**src/rtl/uart_pkg.sv**
```systemverilog
// Shared UART definitions: receiver FSM states, parity mode constants and
// the bit-period computation reused by the matching transmitter.
package uart_pkg;

  typedef enum logic [2:0] {
    S_IDLE,
    S_START,
    S_DATA,
    S_PARITY,
    S_STOP
  } uart_rx_state_t;

  localparam int PAR_NONE = 0;
  localparam int PAR_ODD  = 1;
  localparam int PAR_EVEN = 2;

  // System clocks per bit on the line (integer division).
  function automatic int calc_bps_cnt(input int clk_freq, input int baud);
    return clk_freq / baud;
  endfunction

endpackage

```
**src/rtl/uart_rx_sampler.sv**
```systemverilog
// UART RX front end: 2-FF synchroniser, edge register, bit-period counter
// and 3-sample majority vote around mid-bit. bit_strobe marks the cycle in
// which bit_val holds the voted value of the current bit.
module uart_rx_sampler #(
  parameter int BPS_CNT = 54
) (
  input  logic sys_clk,
  input  logic sys_rst_n,
  input  logic rx,
  input  logic start,
  output logic rx_fall,
  output logic bit_val,
  output logic bit_strobe
);

  localparam int CW  = (BPS_CNT > 1) ? $clog2(BPS_CNT) : 1;
  localparam int MID = BPS_CNT / 2;
  localparam logic [CW-1:0] CNT_LAST = CW'(BPS_CNT - 1);
  localparam logic [CW-1:0] CNT_S0   = CW'(MID - 1);
  localparam logic [CW-1:0] CNT_S1   = CW'(MID);
  localparam logic [CW-1:0] CNT_S2   = CW'(MID + 1);

  logic          rx_p0;
  logic          rx_p1;
  logic          rx_p2;
  logic [CW-1:0] cnt;
  logic          smp0;
  logic          smp1;

  function automatic logic maj3(input logic a, input logic b, input logic c);
    return (a & b) | (a & c) | (b & c);
  endfunction

  // Synchronise the line (idle-high reset) and keep one extra stage for edge detect.
  always_ff @(posedge sys_clk or negedge sys_rst_n) begin
    if (!sys_rst_n) begin
      rx_p0 <= 1'b1;
      rx_p1 <= 1'b1;
      rx_p2 <= 1'b1;
    end else begin
      rx_p0 <= rx;
      rx_p1 <= rx_p0;
      rx_p2 <= rx_p1;
    end
  end

  // Bit-period counter, realigned to every accepted start edge.
  always_ff @(posedge sys_clk or negedge sys_rst_n) begin
    if (!sys_rst_n) begin
      cnt <= '0;
    end else if (start || cnt == CNT_LAST) begin
      cnt <= '0;
    end else begin
      cnt <= cnt + CW'(1);
    end
  end

  // Capture the first two of the three mid-bit samples.
  always_ff @(posedge sys_clk) begin
    if (cnt == CNT_S0) smp0 <= rx_p1;
    if (cnt == CNT_S1) smp1 <= rx_p1;
  end

  assign rx_fall    = rx_p2 & ~rx_p1;
  assign bit_strobe = (cnt == CNT_S2);
  assign bit_val    = maj3(smp0, smp1, rx_p1);

endmodule

```
**src/rtl/uart_rx_param.sv**
```systemverilog
// Parametrised UART receiver: configurable data bits, stop bits and optional
// parity, majority-voted sampling and a ready/valid output with framing,
// parity and overrun status.
// Build option: define UART_RX_PARITY_EN to build the parity state/checker;
// without it PARITY_MODE has no effect and parity_err is tied low.
module uart_rx_param
  import uart_pkg::*;
#(
  parameter int CLK_FREQ    = 50000000,
  parameter int BAUD        = 921600,
  parameter int DATA_BITS   = 8,
  parameter int STOP_BITS   = 1,
  parameter int PARITY_MODE = 0
) (
  input  logic                 sys_clk,
  input  logic                 sys_rst_n,
  input  logic                 rx,
  output logic [DATA_BITS-1:0] out_data,
  output logic                 out_valid,
  input  logic                 out_ready,
  output logic                 frame_err,
  output logic                 parity_err,
  output logic                 overrun
);

  localparam int BPS_CNT = calc_bps_cnt(CLK_FREQ, BAUD);
`ifdef UART_RX_PARITY_EN
  localparam bit HAS_PAR = (PARITY_MODE != PAR_NONE);
`else
  // Parity mode is accepted but has no effect in this build.
  localparam bit HAS_PAR = 1'b0 && (PARITY_MODE != PAR_NONE);
`endif
  localparam logic [3:0] DATA_LAST = 4'(DATA_BITS - 1);
  localparam logic [3:0] STOP_LAST = 4'(STOP_BITS - 1);

  uart_rx_state_t       state;
  uart_rx_state_t       next_state;
  logic [3:0]           bit_cnt;
  logic [DATA_BITS-1:0] shreg;
  logic                 ferr_acc;
  logic                 rx_fall;
  logic                 bit_val;
  logic                 bit_strobe;
  logic                 start_det;
  logic                 shift_en;
  logic                 stop_en;
  logic                 frame_done;
  logic                 load;

  uart_rx_sampler #(
    .BPS_CNT(BPS_CNT)
  ) u_sampler (
    .sys_clk   (sys_clk),
    .sys_rst_n (sys_rst_n),
    .rx        (rx),
    .start     (start_det),
    .rx_fall   (rx_fall),
    .bit_val   (bit_val),
    .bit_strobe(bit_strobe)
  );

  // FSM state register.
  always_ff @(posedge sys_clk or negedge sys_rst_n) begin
    if (!sys_rst_n) state <= S_IDLE;
    else            state <= next_state;
  end

  // FSM next-state logic; all transitions happen on a bit sample except start.
  always_comb begin
    next_state = state;
    case (state)
      S_IDLE:   if (rx_fall) next_state = S_START;
      S_START:  if (bit_strobe) next_state = bit_val ? S_IDLE : S_DATA;
      S_DATA:   if (bit_strobe && bit_cnt == DATA_LAST)
                  next_state = HAS_PAR ? S_PARITY : S_STOP;
`ifdef UART_RX_PARITY_EN
      S_PARITY: if (bit_strobe) next_state = S_STOP;
`endif
      S_STOP:   if (bit_strobe && bit_cnt == STOP_LAST) next_state = S_IDLE;
      default:  next_state = S_IDLE;
    endcase
  end

`ifdef UART_RX_PARITY_EN
  logic par_en;
  logic par_err_acc;
`endif

  // FSM outputs: per-state sample enables and end-of-frame marker.
  always_comb begin
    start_det  = (state == S_IDLE) && rx_fall;
    shift_en   = (state == S_DATA) && bit_strobe;
    stop_en    = (state == S_STOP) && bit_strobe;
    frame_done = stop_en && (bit_cnt == STOP_LAST);
`ifdef UART_RX_PARITY_EN
    par_en     = (state == S_PARITY) && bit_strobe;
`endif
  end

  // Bit index within the current state, restarted on every state change.
  always_ff @(posedge sys_clk or negedge sys_rst_n) begin
    if (!sys_rst_n) begin
      bit_cnt <= '0;
    end else if (state != next_state) begin
      bit_cnt <= '0;
    end else if (shift_en || stop_en) begin
      bit_cnt <= bit_cnt + 4'd1;
    end
  end

  // Payload shift register, LSB first on the line.
  always_ff @(posedge sys_clk) begin
    if (shift_en) shreg <= {bit_val, shreg[DATA_BITS-1:1]};
  end

  // Remember any low stop bit seen before the final one.
  always_ff @(posedge sys_clk or negedge sys_rst_n) begin
    if (!sys_rst_n)                ferr_acc <= 1'b0;
    else if (start_det)            ferr_acc <= 1'b0;
    else if (stop_en && !bit_val)  ferr_acc <= 1'b1;
  end

`ifdef UART_RX_PARITY_EN
  // Parity check: data XOR parity bit must be 1 for odd, 0 for even.
  always_ff @(posedge sys_clk or negedge sys_rst_n) begin
    if (!sys_rst_n)     par_err_acc <= 1'b0;
    else if (start_det) par_err_acc <= 1'b0;
    else if (par_en)
      par_err_acc <= ((^shreg) ^ bit_val) != (PARITY_MODE == PAR_ODD);
  end
`endif

  // A finished word loads only if the output slot is free or being emptied now.
  assign load = frame_done && (!out_valid || out_ready);

  // Output word register with valid handshake and one-cycle overrun pulse.
  always_ff @(posedge sys_clk or negedge sys_rst_n) begin
    if (!sys_rst_n) begin
      out_data  <= '0;
      out_valid <= 1'b0;
      frame_err <= 1'b0;
      overrun   <= 1'b0;
    end else begin
      overrun <= frame_done && out_valid && !out_ready;
      if (load) begin
        out_data  <= shreg;
        out_valid <= 1'b1;
        frame_err <= ferr_acc | ~bit_val;
      end else if (out_ready) begin
        out_valid <= 1'b0;
      end
    end
  end

`ifdef UART_RX_PARITY_EN
  // Parity status travels with the word it qualifies.
  always_ff @(posedge sys_clk or negedge sys_rst_n) begin
    if (!sys_rst_n) parity_err <= 1'b0;
    else if (load)  parity_err <= par_err_acc;
  end
`else
  assign parity_err = 1'b0;
`endif

endmodule

```
**config.mk**
```make
export PLATFORM = sky130hd
export DESIGN_NAME = uart_rx_param
export DESIGN_NICKNAME = d
export VERILOG_FILES = /design/src/rtl/uart_pkg.sv /design/src/rtl/uart_rx_sampler.sv /design/src/rtl/uart_rx_param.sv
export SDC_FILE = /design/constraint.sdc
export NUM_CORES = 1
export LEC_CHECK = 0
export ABC_AREA = 1
export CORE_UTILIZATION = 54
export DETAILED_ROUTE_END_ITERATION = 12
export GPL_TIMING_DRIVEN = 0
export PLACE_DENSITY = 0.75
export REMOVE_ABC_BUFFERS = 1
export SLEW_MARGIN = 10
export SYNTH_ARGS = -nofsm -noshare
export SYNTH_HDL_FRONTEND = slang
export SYNTH_SLANG_ARGS = --single-unit
```
**constraint.sdc**
```tcl
create_clock -name sys_clk -period 2.3 [get_ports sys_clk]
set_input_delay 0.23 -clock sys_clk [delete_from_list [all_inputs] [get_ports sys_clk]]
set_output_delay 0.23 -clock sys_clk [all_outputs]
set_load 0.02 [all_outputs]
```
Word-level counts from Yosys, hierarchy flattened. Index checks and enable logic that the tools add are counted.

Add/sub/neg operators: 2. Equality and inequality tests: 9. Muxes and demuxes: 13. Bitwise operators: 9. Reductions and logical operators: 21.

Operators by type and width (count): $eq 6x5->1 const B (3); $mux 3 (4); $pmux 3 s4 (1); $logic_and 1x1->1 (10); $mux 4 (2); $add 6x1->6 const B (1); $eq 6x6->1 const B (1); $mux 6 (1); $reduce_bool 2->1 (3); $add 4x1->4 const B (1); $and 1x1->1 (4); $eq 4x3->1 const B (1); $logic_not 4->1 (1); $mux 1 (4); $eq 3x1->1 const B (1); $eq 3x2->1 const B (1); $eq 3x3->1 const B (1); $logic_not 1->1 (3); $logic_not 3->1 (1); $logic_or 1x1->1 (3); $ne 3x3->1 (1); $or 1x1->1 (3); $mux 2 (1); $not 1->1 (2).

Register bits after elaboration: 38. Output and inout bits: 12.

Logic depth before layout (Yosys ltp).
Depth after elaboration: 8. Mapped depth: 10. Depth with buffers taken out: 10.

By module. From an unflattened synthesis, not the netlist that was laid out.

Cell total of the unflattened synthesis: 186. Area total of the unflattened synthesis: 1737.9 µm².

Modules (own cells, without submodules): uart_rx_param (instances 1, cells each 132, area an instance 1204.9 µm², seq. area each 715.7 µm²); uart_rx_sampler (instances 1, cells each 54, area an instance 533.0 µm², seq. area each 289.0 µm²).

Worst setup path after synthesis. No wires, ideal clock.

Path type: register to register. Start: reg u_sampler.cnt[0]. End: reg shreg[0] (enable). Library setup time: 0.324 ns. Data arrival time: 1.123 ns. Path slack: 0.853 ns. Cell stages (with the launch flop): 7. Clock period less this slack: 1.447 ns. Cell sequence: dfrtp_1 -> inv_1 -> ha_1 -> nand3_2 -> nor2_4 -> nand2_1 -> inv_1.

Word-level cells in the longest chain between the ends: 2.

RTL lines: start: declaration (RTL line uart_rx_sampler.sv:26) `logic [CW-1:0] cnt;`; start signal: assignment (RTL line uart_rx_sampler.sv:54) `cnt <= cnt + CW'(1);`; $eq 6x5->1 (RTL line uart_rx_sampler.sv:65) `assign bit_strobe = (cnt == CNT_S2);`; $logic_and 1x1->1 (RTL line uart_rx_param.sv:92) `shift_en = (state == S_DATA) && bit_strobe;`; net shift_en (RTL line uart_rx_param.sv:45) `logic shift_en;`; end signal: assignment (RTL line uart_rx_param.sv:113) `if (shift_en) shreg <= {bit_val, shreg[DATA_BITS-1:1]};`; end: declaration (RTL line uart_rx_param.sv:39) `logic [DATA_BITS-1:0] shreg;`.

The timed path passes the listed nets, and every way through them passes these cells. A chain may end at the register's enable or synchronous reset.

Worst setup path in the final report.
Start: reg u_sampler.cnt[0]. End: reg out_data[6].

Word-level cells in the longest chain between the ends: 4.

RTL lines: $eq 6x5->1 (RTL line uart_rx_sampler.sv:65); $logic_and 1x1->1 (RTL line uart_rx_param.sv:93) `stop_en = (state == S_STOP) && bit_strobe;`; $logic_and 1x1->1 (RTL line uart_rx_param.sv:94) `frame_done = stop_en && (bit_cnt == STOP_LAST);`; $logic_and 1x1->1 (RTL line uart_rx_param.sv:134) `assign load = frame_done && (!out_valid || out_ready);`; end signal: assignment (RTL line uart_rx_param.sv:146) `out_data <= shreg;`; end: declaration (RTL line uart_rx_param.sv:18) `output logic [DATA_BITS-1:0] out_data,`.

No other way between the ends.

==> flow_metrics.py <==
metrics = {
    "route": {
        "drt_iter0_drc": 35,
        "wirelength_microns": 2681,
        "drc": 0,
        "vias": 1145,
        "viasPerCell": 4.935,
        "wl_per_cell_microns": 11.56,
        "route.antenna.remaining_nets": 0,
        "drt-pass1-iter-count": 4,
    },
    "place": {
        "dpl_cell_area_sq_um": 1872,
        "io_buffer_count": 14,
        "gp_congestion": 0.7412,
        "hpwlAfterDp_microns": 1922,
    },
    "logic_synthesis": {
        "synth_compound_area_share_pct": 6.706,
        "yosysTopAreaCellShare_pct": 36.85,
        "avgSynthCellArea_sq_um": 10.05,
        "ys.flop_type": "dfrtp_1",
        "synth_common_cells": "nand2_1 (34), inv_1 (29), dfrtp_1 (25)",
        "syn_inst": 169,
        "async_reset_ff_share_pct": 73.68,
        "synthSimpleGateAreaFrac_pct": 20.71,
        "synth_edf_count": 10,
        "netlist_area_sq_um": 1698,
        "ys_ff_latch": 38,
        "synthMuxAreaShare_pct": 0,
        "synth_most_common_cell": "nand2_1",
        "synth-xor-area-share_pct": 1.032,
        "yosys_warnings": 0,
        "synth_top_family_by_area": "simple AND/OR/NAND/NOR gates",
        "ys_seq_area_share_pct": 59.17,
        "synth.area.top_cells": "dfrtp_1 (37%), edfxtp_1 (18%), nand2_1 (7.5%), inv_1 (6.4%), dfstp_2 (4.6%)",
        "synth_cell_types": 26,
        "yosys.area.top_type": "dfrtp_1",
        "synth_fa_ha_area_share_pct": 4.422,
    },
    "setup_path": {
        "crit_type": "reg -> reg",
        "critPathLaunchType": "flip-flop",
        "arrival_ns": 1.90,
        "reg2reg_to": "out_data[6]$_DFFE_PN0P_",
        "critPathCaptureType": "flip-flop",
        "path_max_fanout": 19,
        "rrSetupSlack_ns": 0.63,
        "cp.required_ns": 2.53,
        "rr_startpoint": "u_sampler.cnt[0]$_DFF_PN0_",
        "reg2reg_depth": 9,
    },
    "cts": {
        "cts_sinks": 38,
        "clk_pin_slew_ns": 0.11,
        "clkLatencyLatePin_ns": 0.33,
        "cts-root-buf": "clkbuf_4",
        "cts_tree": "built",
        "htreeDepth": 2,
        "ctsResizeCount": 0,
        "cts_buffers": 5,
        "cts_buffer_depth": 2,
    },
    "sta": {
        "hold_viol": 0,
        "post-route-period-util_pct": 72.78,
        "worst_pin_slew_ns": 0.6152,
        "min_period_ns": 1.674,
        "rsz0062_at_grt": "false",
        "fin_skew_ns": 0.007345,
        "relSlewSlack_pct": 58.99,
        "tns_ns": 0,
        "slew_viol_final": 0,
        "fmax_mhz": 597.4,
        "finalSetupViolations": 0,
    },
    "floorplan": {
        "die_area_sq_um": 3373,
        "start_util_pct": 59.03,
        "pin_count": 16,
        "die_h_microns": 58.08,
        "rows": 19,
        "die_w_microns": 58.08,
        "coreArea_sq_um": 2877,
    },
    "grt": {
        "grt_pass1_wl_microns": 4774,
        "grt_antenna_before_repair": 0,
        "track_usage_pct": 18.81,
        "grt-ovfl-total": 0,
        "grt_max_degree": 29,
        "grt_pass1_vias": 1122,
    },
    "final_layout": {
        "synthToLayoutAreaGrowth_pct": 15.11,
        "diodes": 0,
        "fill_cells": 223,
        "num-nets-final": 199,
        "drive_above_1_share_pct": 14.74,
        "final_area_sq_um": 1954,
    },
    "worst_hold_path": {
        "holdPathEnd": "u_sampler.rx_p0$_DFF_PN1_",
        "hp-start": "rx",
        "whs_path_depth": 1,
        "hp-class": "in -> reg",
    },
    "power_and_ir_drop": {
        "total_leakage_power_nw": 0.9373,
        "pwr-share-clk_pct": 28.5,
        "p_comb_share_pct": 17.9,
        "p_per_area_nw_per_um2": 788.6,
        "p_int_mw": 1.089,
        "netSwitchingFraction_pct": 29.37,
        "p_seq_share_pct": 53.6,
        "vdd_drop_max_v": 0.0005785,
        "switching_power_mw": 0.4526,
    },
    "run": {
        "cap_violations": 0,
    },
    "run_status": {
        "status": "finished clean",
    },
}
-- layer usage --
| layer | global-route usage (%) | vias to the layer above | routed length (microns) |
|---|---|---|---|
| li1 | - | 570 | - |
| met1 | 22.99 | 540 | 1226 |
| met2 | 31.20 | 30 | 1275 |
| met3 | 5.134 | 5 | 137 |
| met4 | 8.503 | 0 | 42 |
| met5 | 0 | - | 0 |
-- worst max-delay path by stage --
stage	startpoint	endpoint	slack, ns	depth (start not counted)
2_1_floorplan	u_sampler.cnt[0]$_DFF_PN0_	frame_err$_DFFE_PN0P_	0.83	9
3_3_place_gp	sys_rst_n	u_sampler.cnt[4]$_DFF_PN0_	0.57	1
3_5_place_dp	sys_rst_n	u_sampler.cnt[1]$_DFF_PN0_	0.54	1
4_1_cts	u_sampler.cnt[0]$_DFF_PN0_	out_data[6]$_DFFE_PN0P_	0.60	9
5_1_grt	u_sampler.cnt[0]$_DFF_PN0_	out_data[4]$_DFFE_PN0P_	0.44	9
6_report	u_sampler.cnt[0]$_DFF_PN0_	out_data[6]$_DFFE_PN0P_	0.63	9
-- sequential cells by signal, indices dropped and copies added, names as in the netlist --
register and flops:
out_data 8, shreg 8, u_sampler.cnt 6, bit_cnt 4, state 3, ferr_acc 1
frame_err 1, out_valid 1, overrun 1, u_sampler.rx_p0 1, u_sampler.rx_p1 1, u_sampler.rx_p2 1
u_sampler.smp0 1, u_sampler.smp1 1
-- power groups by stage --
stage               clock network, mW  logic [mW]  registers [mW]
global route                    0.471       0.324           0.832
global placement                    0       0.263           0.833
finish                          0.439       0.276           0.826
floorplan                           0       0.215           0.822
detailed placement                  0       0.279           0.839
CTS                             0.447       0.282           0.827
-- area by class of cell --
| type | count | area, sq um | share of cell area [%] |
|---|---|---|---|
| multi-input combinational | 99 | 561.8 | 28.75 |
| timing repair buffer | 15 | 145.1 | 7.426 |
| inverter | 30 | 112.6 | 5.762 |
| sequential | 38 | 1005 | 51.41 |
| tap | 42 | 52.55 | 2.689 |
| clock buffer | 5 | 37.54 | 1.921 |
| clock inverter | 3 | 40.04 | 2.049 |
-- metrics by stage --
stage          hold WS (ns)  utilization (%)  setup WS (ns)  power (mW)  std cells
2_1_floorplan      -0.06559                -         0.8308       1.037        167
3_3_place_gp         0.3503            65.07         0.5711       1.096        223
3_5_place_dp         0.3496            65.07         0.5424       1.118        223
4_1_cts              0.2882            67.77         0.6029       1.555        231
5_1_grt              0.3008            67.94         0.4425       1.628        232
6_report             0.2996            67.94         0.6261       1.541        232
-- critical path, stage by stage, from the launching register on --
cell     delay, ns
dfrtp_1       0.44
inv_1         0.11
ha_1          0.16
nand3_2       0.09
nor2_4        0.15
nand2_2       0.09
inv_2         0.08
nand3_4       0.22
nand2_1       0.16
o21ai_2       0.06
-- cells in the final DEF, fill, tap and decap left out --
cell              n
nand2_1          34
inv_1            29
dfrtp_1          25
nor2_1           16
clkdlybuf4s50_1  13
edfxtp_1         10
o21ai_2           9
nand3_1           6
ha_1              6
clkbuf_4          5
o21ai_0           4
nor3b_1           4
nand4_1           3
nor3_1            3
dfstp_2           3
xor2_1            2
nand2_2           2
nor4_1            2
a21oi_1           2
clkinv_2          2
o21ai_1           1
nand3_2           1
nor2_4            1
inv_2             1
nand3_4           1
or2_2             1
conb_1            1
bufinv_16         1
dlygate4sd3_1     1
buf_2             1
-- what timing repair did --
item                      CTS  global route
hold buffers                0             1
hold endpoints to repair    0            25
setup buffers               0             0
-- cell families (layout without fill, tap and decap cells) --
kind of cell             after synthesis  count (layout)
AND/OR/NAND/NOR                       74              74
flip-flops                            38              38
buffers and inverters                 32              53
AO/OA/AOI/OAI                         16              16
adder cells (fa/ha/maj)                6               6
XOR/XNOR                               2               2
other                                  1               1
(Power assumes the default switching activity.)
